===== config.mk =====
export PLATFORM = sky130hd
export DESIGN_NAME = dual_port_ram_arbiter
export DESIGN_NICKNAME = d
export VERILOG_FILES = /design/src/rtl/dual_port_ram_arbiter_pkg.sv /design/src/rtl/dual_port_ram_arbiter_rr_arbiter2.sv /design/src/rtl/dual_port_ram_arbiter.sv
export SDC_FILE = /design/constraint.sdc
export NUM_CORES = 1
export LEC_CHECK = 0
export BUFFER_PORTS_ARGS = -buffer_cell sky130_fd_sc_hd__buf_4
export CAP_MARGIN = 25
export CORE_AREA = 2 2 146 148
export CTS_CLUSTER_SIZE = 28
export DETAILED_ROUTE_END_ITERATION = 10
export DIE_AREA = 0 0 148 150
export PLACE_DENSITY = 0.39
export SLEW_MARGIN = 15
export SYNTH_ARGS = -nofsm -noshare
export SYNTH_HDL_FRONTEND = slang
export SYNTH_SLANG_ARGS = --single-unit

===== constraint.sdc =====
create_clock -name Clk -period 1.6 [get_ports Clk]
set_clock_uncertainty 0.15 [all_clocks]
set_input_delay 0.16 -clock Clk [delete_from_list [all_inputs] [get_ports Clk]]
set_output_delay 0.16 -clock Clk [all_outputs]
set_load 0.02 [all_outputs]

===== src/rtl/dual_port_ram_arbiter_pkg.sv =====
// Shared constants and types for the dual-port RAM arbiter and its RAM instance.
package dual_port_ram_arbiter_pkg;

    localparam int REQ_NUM            = 2;
    localparam int PTR_W              = $clog2(REQ_NUM);
    localparam int DEFAULT_DATA_WIDTH = 64;
    localparam int DEFAULT_ADDR_WIDTH = 6;

    // Round-robin pointer: which requester wins when both ask at once.
    typedef enum logic [PTR_W-1:0] {
        PTR_REQ0 = 1'b0,
        PTR_REQ1 = 1'b1
    } ptr_e;

endpackage


===== src/rtl/dual_port_ram_arbiter_rr_arbiter2.sv =====
// Two-requester round-robin arbiter; grant is combinational from req and pointer.
module rr_arbiter2
    import dual_port_ram_arbiter_pkg::*;
(
    input  logic               Clk,
    input  logic               Rst,
    input  logic [REQ_NUM-1:0] i_req,
    output logic [REQ_NUM-1:0] o_gnt,
    output logic [PTR_W-1:0]   o_ptr
);

    ptr_e               r_ptr;
    ptr_e               w_ptr_next;
    logic [REQ_NUM-1:0] w_gnt;

    always_comb begin
        w_gnt      = 2'b00;
        w_ptr_next = r_ptr;
        if (i_req == 2'b11) begin
            w_gnt = (r_ptr == PTR_REQ1) ? 2'b10 : 2'b01;
        end else begin
            w_gnt = i_req;
        end
        // The loser of this cycle gets priority next time.
        if (w_gnt[0]) begin
            w_ptr_next = PTR_REQ1;
        end else if (w_gnt[1]) begin
            w_ptr_next = PTR_REQ0;
        end
    end

    always_ff @(posedge Clk) begin
        if (!Rst) begin
            r_ptr <= PTR_REQ0;
        end else begin
            r_ptr <= w_ptr_next;
        end
    end

    assign o_gnt = w_gnt;
    assign o_ptr = r_ptr;

endmodule


===== src/rtl/dual_port_ram_arbiter.sv =====
// Shares one read-before-write dual-port RAM between two requesters with
// independent round-robin arbitration on the write and read ports.
module dual_port_ram_arbiter
    import dual_port_ram_arbiter_pkg::*;
#(
    parameter int DataWidth = DEFAULT_DATA_WIDTH,
    parameter int AddrWidth = DEFAULT_ADDR_WIDTH
) (
    input  logic                 Clk,
    input  logic                 Rst,
    // Handshake: a transfer happens in any cycle with Req && Gnt. Gnt is
    // combinational from Req; the requester holds Req/Addr/Data until granted.
    input  logic                 WReq0,
    input  logic                 WReq1,
    input  logic [AddrWidth-1:0] WAddr0,
    input  logic [AddrWidth-1:0] WAddr1,
    input  logic [DataWidth-1:0] WData0,
    input  logic [DataWidth-1:0] WData1,
    output logic                 WGnt0,
    output logic                 WGnt1,
    input  logic                 RReq0,
    input  logic                 RReq1,
    input  logic [AddrWidth-1:0] RAddr0,
    input  logic [AddrWidth-1:0] RAddr1,
    output logic                 RGnt0,
    output logic                 RGnt1,
    output logic                 RValid0,
    output logic                 RValid1,
    output logic [DataWidth-1:0] RData,
    output logic                 RamWEnc,
    output logic [AddrWidth-1:0] RamWAddr,
    output logic [DataWidth-1:0] RamWData,
    output logic                 RamREnc,
    output logic [AddrWidth-1:0] RamRAddr,
    input  logic [DataWidth-1:0] RamRData,
    output logic [PTR_W-1:0]     DbgWPtr,
    output logic [PTR_W-1:0]     DbgRPtr
);

    logic [REQ_NUM-1:0] w_wgnt;
    logic [REQ_NUM-1:0] w_rgnt;
    logic [REQ_NUM-1:0] r_rvalid;

    rr_arbiter2 u_warb (
        .Clk   (Clk),
        .Rst   (Rst),
        .i_req ({WReq1, WReq0}),
        .o_gnt (w_wgnt),
        .o_ptr (DbgWPtr)
    );

    rr_arbiter2 u_rarb (
        .Clk   (Clk),
        .Rst   (Rst),
        .i_req ({RReq1, RReq0}),
        .o_gnt (w_rgnt),
        .o_ptr (DbgRPtr)
    );

    assign WGnt0    = w_wgnt[0];
    assign WGnt1    = w_wgnt[1];
    assign RGnt0    = w_rgnt[0];
    assign RGnt1    = w_rgnt[1];

    assign RamWEnc  = |w_wgnt;
    assign RamWAddr = w_wgnt[1] ? WAddr1 : WAddr0;
    assign RamWData = w_wgnt[1] ? WData1 : WData0;
    assign RamREnc  = |w_rgnt;
    assign RamRAddr = w_rgnt[1] ? RAddr1 : RAddr0;

    // Valid tracks the RAM's one-cycle read latency; data is passed straight through.
    always_ff @(posedge Clk) begin
        if (!Rst) begin
            r_rvalid <= '0;
        end else begin
            r_rvalid <= w_rgnt;
        end
    end

    assign RValid0 = r_rvalid[0];
    assign RValid1 = r_rvalid[1];
    assign RData   = RamRData;

endmodule

======== Yosys cells after proc, flatten, opt, wreduce, memory -nomap -nowiden ========
Index checks and enable logic that the tools add are counted.
cells by class
  eq/ne operators ......................... 2
  muxes and demuxes ....................... 11
  reductions and logical operators ........ 4
operator list
  kind                number
  $mux 64             1
  $mux 6              2
  $mux 2              4
  $eq 2x2->1 const B  2
  $mux 1              4
  $reduce_bool 2->1   2
  $reduce_or 2->1     2
storage, ports and cells
  register bits after elaboration ......... 4
  bits of input ports ..................... 222
  output and inout port bits .............. 150
  word-level logic and storage cells ...... 20

======== Depth between registers and ports, before layout ========
  depth in word-level cells ............... 4
  mapped depth ............................ 4
  mapped depth without buffers ............ 3

======== By module ========
From an unflattened synthesis, not the netlist that was laid out.
second synthesis, totals
  cell total of the unflattened synthesis .. 169
  area, all modules ....................... 1,929.4 µm²
by module, submodules not included
  module                 times used  cells each  area each (µm²)  seq. area each (µm²)
  dual_port_ram_arbiter  1           155         1,816.7          40.0
  rr_arbiter2            2           7           56.3             20.0

======== Worst setup path before layout ========
Ideal clock, no wire load.
  path kind ............................... reg-to-output
  start ................................... register u_warb.r_ptr (netlist: u_warb.o_ptr)
  end ..................................... output RamWAddr[0]
  data arrival time ....................... 1.209 ns
  required time ........................... 1.290 ns
  slack ................................... 0.081 ns
  stages on the path, launching flop included .. 5
  path through ............................ dfxtp_1 -> nand2b_4 -> nand2_4 -> buf_6 -> mux2_2
on the way
  word-level cells in the longest chain between the ends .. 3
RTL lines
  element                 RTL line                                 text
  from (decl)             dual_port_ram_arbiter_rr_arbiter2.sv:12  ptr_e r_ptr;
  from (signal assigned)  dual_port_ram_arbiter_rr_arbiter2.sv:36  r_ptr <= w_ptr_next;
  $mux 2                  dual_port_ram_arbiter_rr_arbiter2.sv:20  w_gnt = (r_ptr == PTR_REQ1) ? 2'b10 : 2'b01;
  $mux 2                  dual_port_ram_arbiter_rr_arbiter2.sv:19  if (i_req == 2'b11) begin
  $mux 6                  dual_port_ram_arbiter.sv:66              assign RamWAddr = w_wgnt[1] ? WAddr1 : WAddr0;
  to (decl)               dual_port_ram_arbiter.sv:31              output logic [AddrWidth-1:0] RamWAddr,
No other way between the ends.

======== Worst setup path after layout ========
  start ................................... register u_warb.r_ptr (netlist: u_warb.o_ptr)
  end ..................................... output RamWData[50]
on the way
  word-level cells in the longest chain between the ends .. 3
RTL lines
  element    RTL line                                 text
  $mux 2     dual_port_ram_arbiter_rr_arbiter2.sv:20
  $mux 2     dual_port_ram_arbiter_rr_arbiter2.sv:19
  $mux 64    dual_port_ram_arbiter.sv:67              assign RamWData = w_wgnt[1] ? WData1 : WData0;
  to (decl)  dual_port_ram_arbiter.sv:32              output logic [DataWidth-1:0] RamWData,
No other way between the ends.

==> results.md <==
* RSZ-0062 raised after global routing: true
* Post-layout min period at approximately 1.8 ns
* Number of fill cells at about 2300
* Clk buf depth at 2
* Synth area leader: mux2_2
* Slew of the pin with the lowest slew margin at between 0.2 and 0.25 ns
* P&R area growth vs syn at 133%
* Max-cap violations at 0
* Pwr dens at a little under 500 nW/um^2
* Final setup fails at between 70 and 80
* # diodes at 0
* Via count at a little over 2000
* Largest net degree at the start of global routing at 19
* Share of layout cells above drive strength 1 at approximately 96%
* Worst min path class: input port to flip-flop
* Hold_buf cts at 0
* Violated checks: setup timing
* Gr usage total at 7.15%
* Design Area, Final at ~3700 um^2
* Critical Path Source Type: flip-flop
* CP endpoint kind: output port
* CTS Buf Count at 3
* Clock-pin slew on the worst setup and hold paths at ~0.03 ns
* Final GP Congestion at approximately 0.74
* Most frequent cells after synthesis: mux2_2, buf_4, buf_6, dfxtp_1, inv_1
* Final worst path period share at 115%
* Nets@finish at around 580
* Synth top area cells: mux2_2, buf_4, dfxtp_1
* Avg Cell Area, Syn at between 9 and 10 um^2
* First-pass GRT wire length at 12100 um
* Vias in the first global route at between 2000 and 2500
* Cell Count, Final, Fillers Out at between 600 and 700
* Yosys warning total at 0
* Antenna viol nets, final at 0
* Peak VDD IR at around 0.46 mV
* Outcome: finished with violations
* Seq/Total Area, Yosys at 5.00%
* Crit path arrival time at between 1.5 and 2 ns
* Worst endpoint required time at roughly 1.3 ns
* Setup ws final at -0.234 ns
* Top-area cell type share of the netlist area at 53.5%
* Die Y at ~150 um
* Slew HR at around 83%
* Final WL at roughly 9100 um
* Root Buffer: clkbuf_16
* Register bit count reported by yosys at 4
* Drt pass-1 iters at 2
* Post-synth EDFFs at 0
* Syn_nets at 390
* Drt via density at about 3.2
* Count of pins over their slew limit at 0
* Yosys cell types at 15
* Core ar. at roughly 21000 um^2
* Main flop type after synthesis: dfxtp_1
* Worst-Skew Late Latency at 0.22 ns
* Async SR Flop Fraction at 0%
* Residual DRC count at 0
* Placement Cell Area at around 3300 um^2
* Antenna violations before repair at 0
* Initial DRC count at 7
* Starting density of the core at about 7.7%
* Placed insts at slightly above 600
* Leak Pwr at 1.89 nW
* Die footprint at roughly 22000 um^2
* Rows at between 50 and 60
* Num Clock Sinks at 4
* Post-DP HPWL at around 7600 um
* Final Hold Viols at 0
* Max H-tree Level at 1
* TritonCTS clock tree: built
* Die extent in x at about 150 um
* Top-count cell post-synth: mux2_2
* Max Freq at around 550 MHz
* Power Total at ~1.8 mW
* IO Count at 372
* Port buffer count at about 240
* Final TNS setup at -13.92 ns
* Critical path class: flip-flop to output port
* Post-Syn Instances at between 150 and 200
* Synth Cell Area at approximately 1600 um^2
* Global route overflow at 0
* Worst-path fanout max at 18
* Avg WL per Cell at 14.3 um
[what timing repair did]
action | in CTS | in global routing
buffers inserted | 5 | 1
pin swaps | 2 | 0
resized for setup | 59 | 15
cloned | 2 | 0
endpoints found under the setup margin | 76 | 76
[cell families (layout without fill, tap and decap cells)]
| kind of cell | Yosys count | in the layout | synth area share [%] |
|---|---|---|---|
| muxes | 76 | 76 | 53.5 |
| AOI/OAI and AO/OA | 6 | 6 | 2.27 |
| DFF | 4 | 4 | 5.00 |
| buffers and inverters | 75 | 266 | 35.9 |
| and+or+nand+nor | 7 | 7 | 3.36 |
[final timing paths]
| kind | depth (start not counted) | slack (ns) | from | to |
|---|---|---|---|---|
| min | 2 | 0.02 | RReq1 | u_rarb.o_ptr |
| max reg2reg | 4 | 0.49 | u_rarb.o_ptr | r_rvalid[1] |
| max | 5 | -0.23 | u_warb.o_ptr | RamWData[50] |
| min reg2reg | 2 | 0.42 | u_rarb.o_ptr | u_rarb.o_ptr |
[flip-flops by register name, indices dropped and copies added (netlist names)]
name / flops
u_rarb.o_ptr: 1
u_warb.o_ptr: 1
r_rvalid: 2
[cell type report]
cell class                 instances  area [um^2]  share of cell area [%]
tap                              275          344                    9.22
clock buffer                       3         75.1                    2.01
sequential                         4         83.8                    2.25
inverter                           4         15.0                   0.402
multi-input combinational         89         1070                    28.8
timing repair buffer             259         2140                    57.3
[worst max-delay path, cell delays in order (launching register included)]
cell and delay [ns]:
dfxtp_1 0.30, nand2b_4 0.16, nand2_8 0.14, buf_16 0.18, mux2_2 0.35, buf_4 0.16
[report_power, final]
| part | total, mW | leakage (nW) | switching, mW | internal, mW |
|---|---|---|---|---|
| clock network | 0.388 | 0.0370 | 0.0687 | 0.319 |
| logic | 1.31 | 1.82 | 0.535 | 0.771 |
| registers | 0.111 | 0.0338 | 0.00391 | 0.107 |
[layout by cell type (no fill, tap or decap)]
master     Yosys  final
mux2_4         0     30
or2_2          2      2
and2_1         1      1
mux2_2        76     46
nor2_1         1      1
o21ai_0        1      1
a21oi_1        3      3
buf_4         64    219
inv_1          4      4
buf_8          0      1
nand2b_4       1      1
buf_6          7     36
a21boi_0       1      1
o21ai_4        0      1
buf_16         0      2
nand2b_1       1      1
dfxtp_4        0      1
clkbuf_16      0      3
nand2_8        0      1
buf_12         0      1
dfxtp_1        4      3
[routing by layer]
layer | routed length (um) | share of wire (%) | up-vias | track usage (%)
met3 | 1190 | 13 | 38 | 2.04
met4 | 399 | 4.4 | 0 | 3.71
met5 | 0 | 0 | - | 0
met2 | 4520 | 50 | 184 | 13.4
li1 | - | - | 896 | -
met1 | 2960 | 33 | 899 | 7.16
[metrics by stage]
stage          hold WS [ns]  utilization (%)  worst slack [ns]
2_1_floorplan         0.103                -            0.0812
3_3_place_gp          0.170             15.9           -0.0771
3_5_place_dp          0.170             15.9           -0.0986
4_1_cts              0.0199             17.7            -0.262
5_1_grt              0.0352             18.0            -0.302
6_report             0.0249             18.0            -0.234
(Power assumes the default switching activity.)
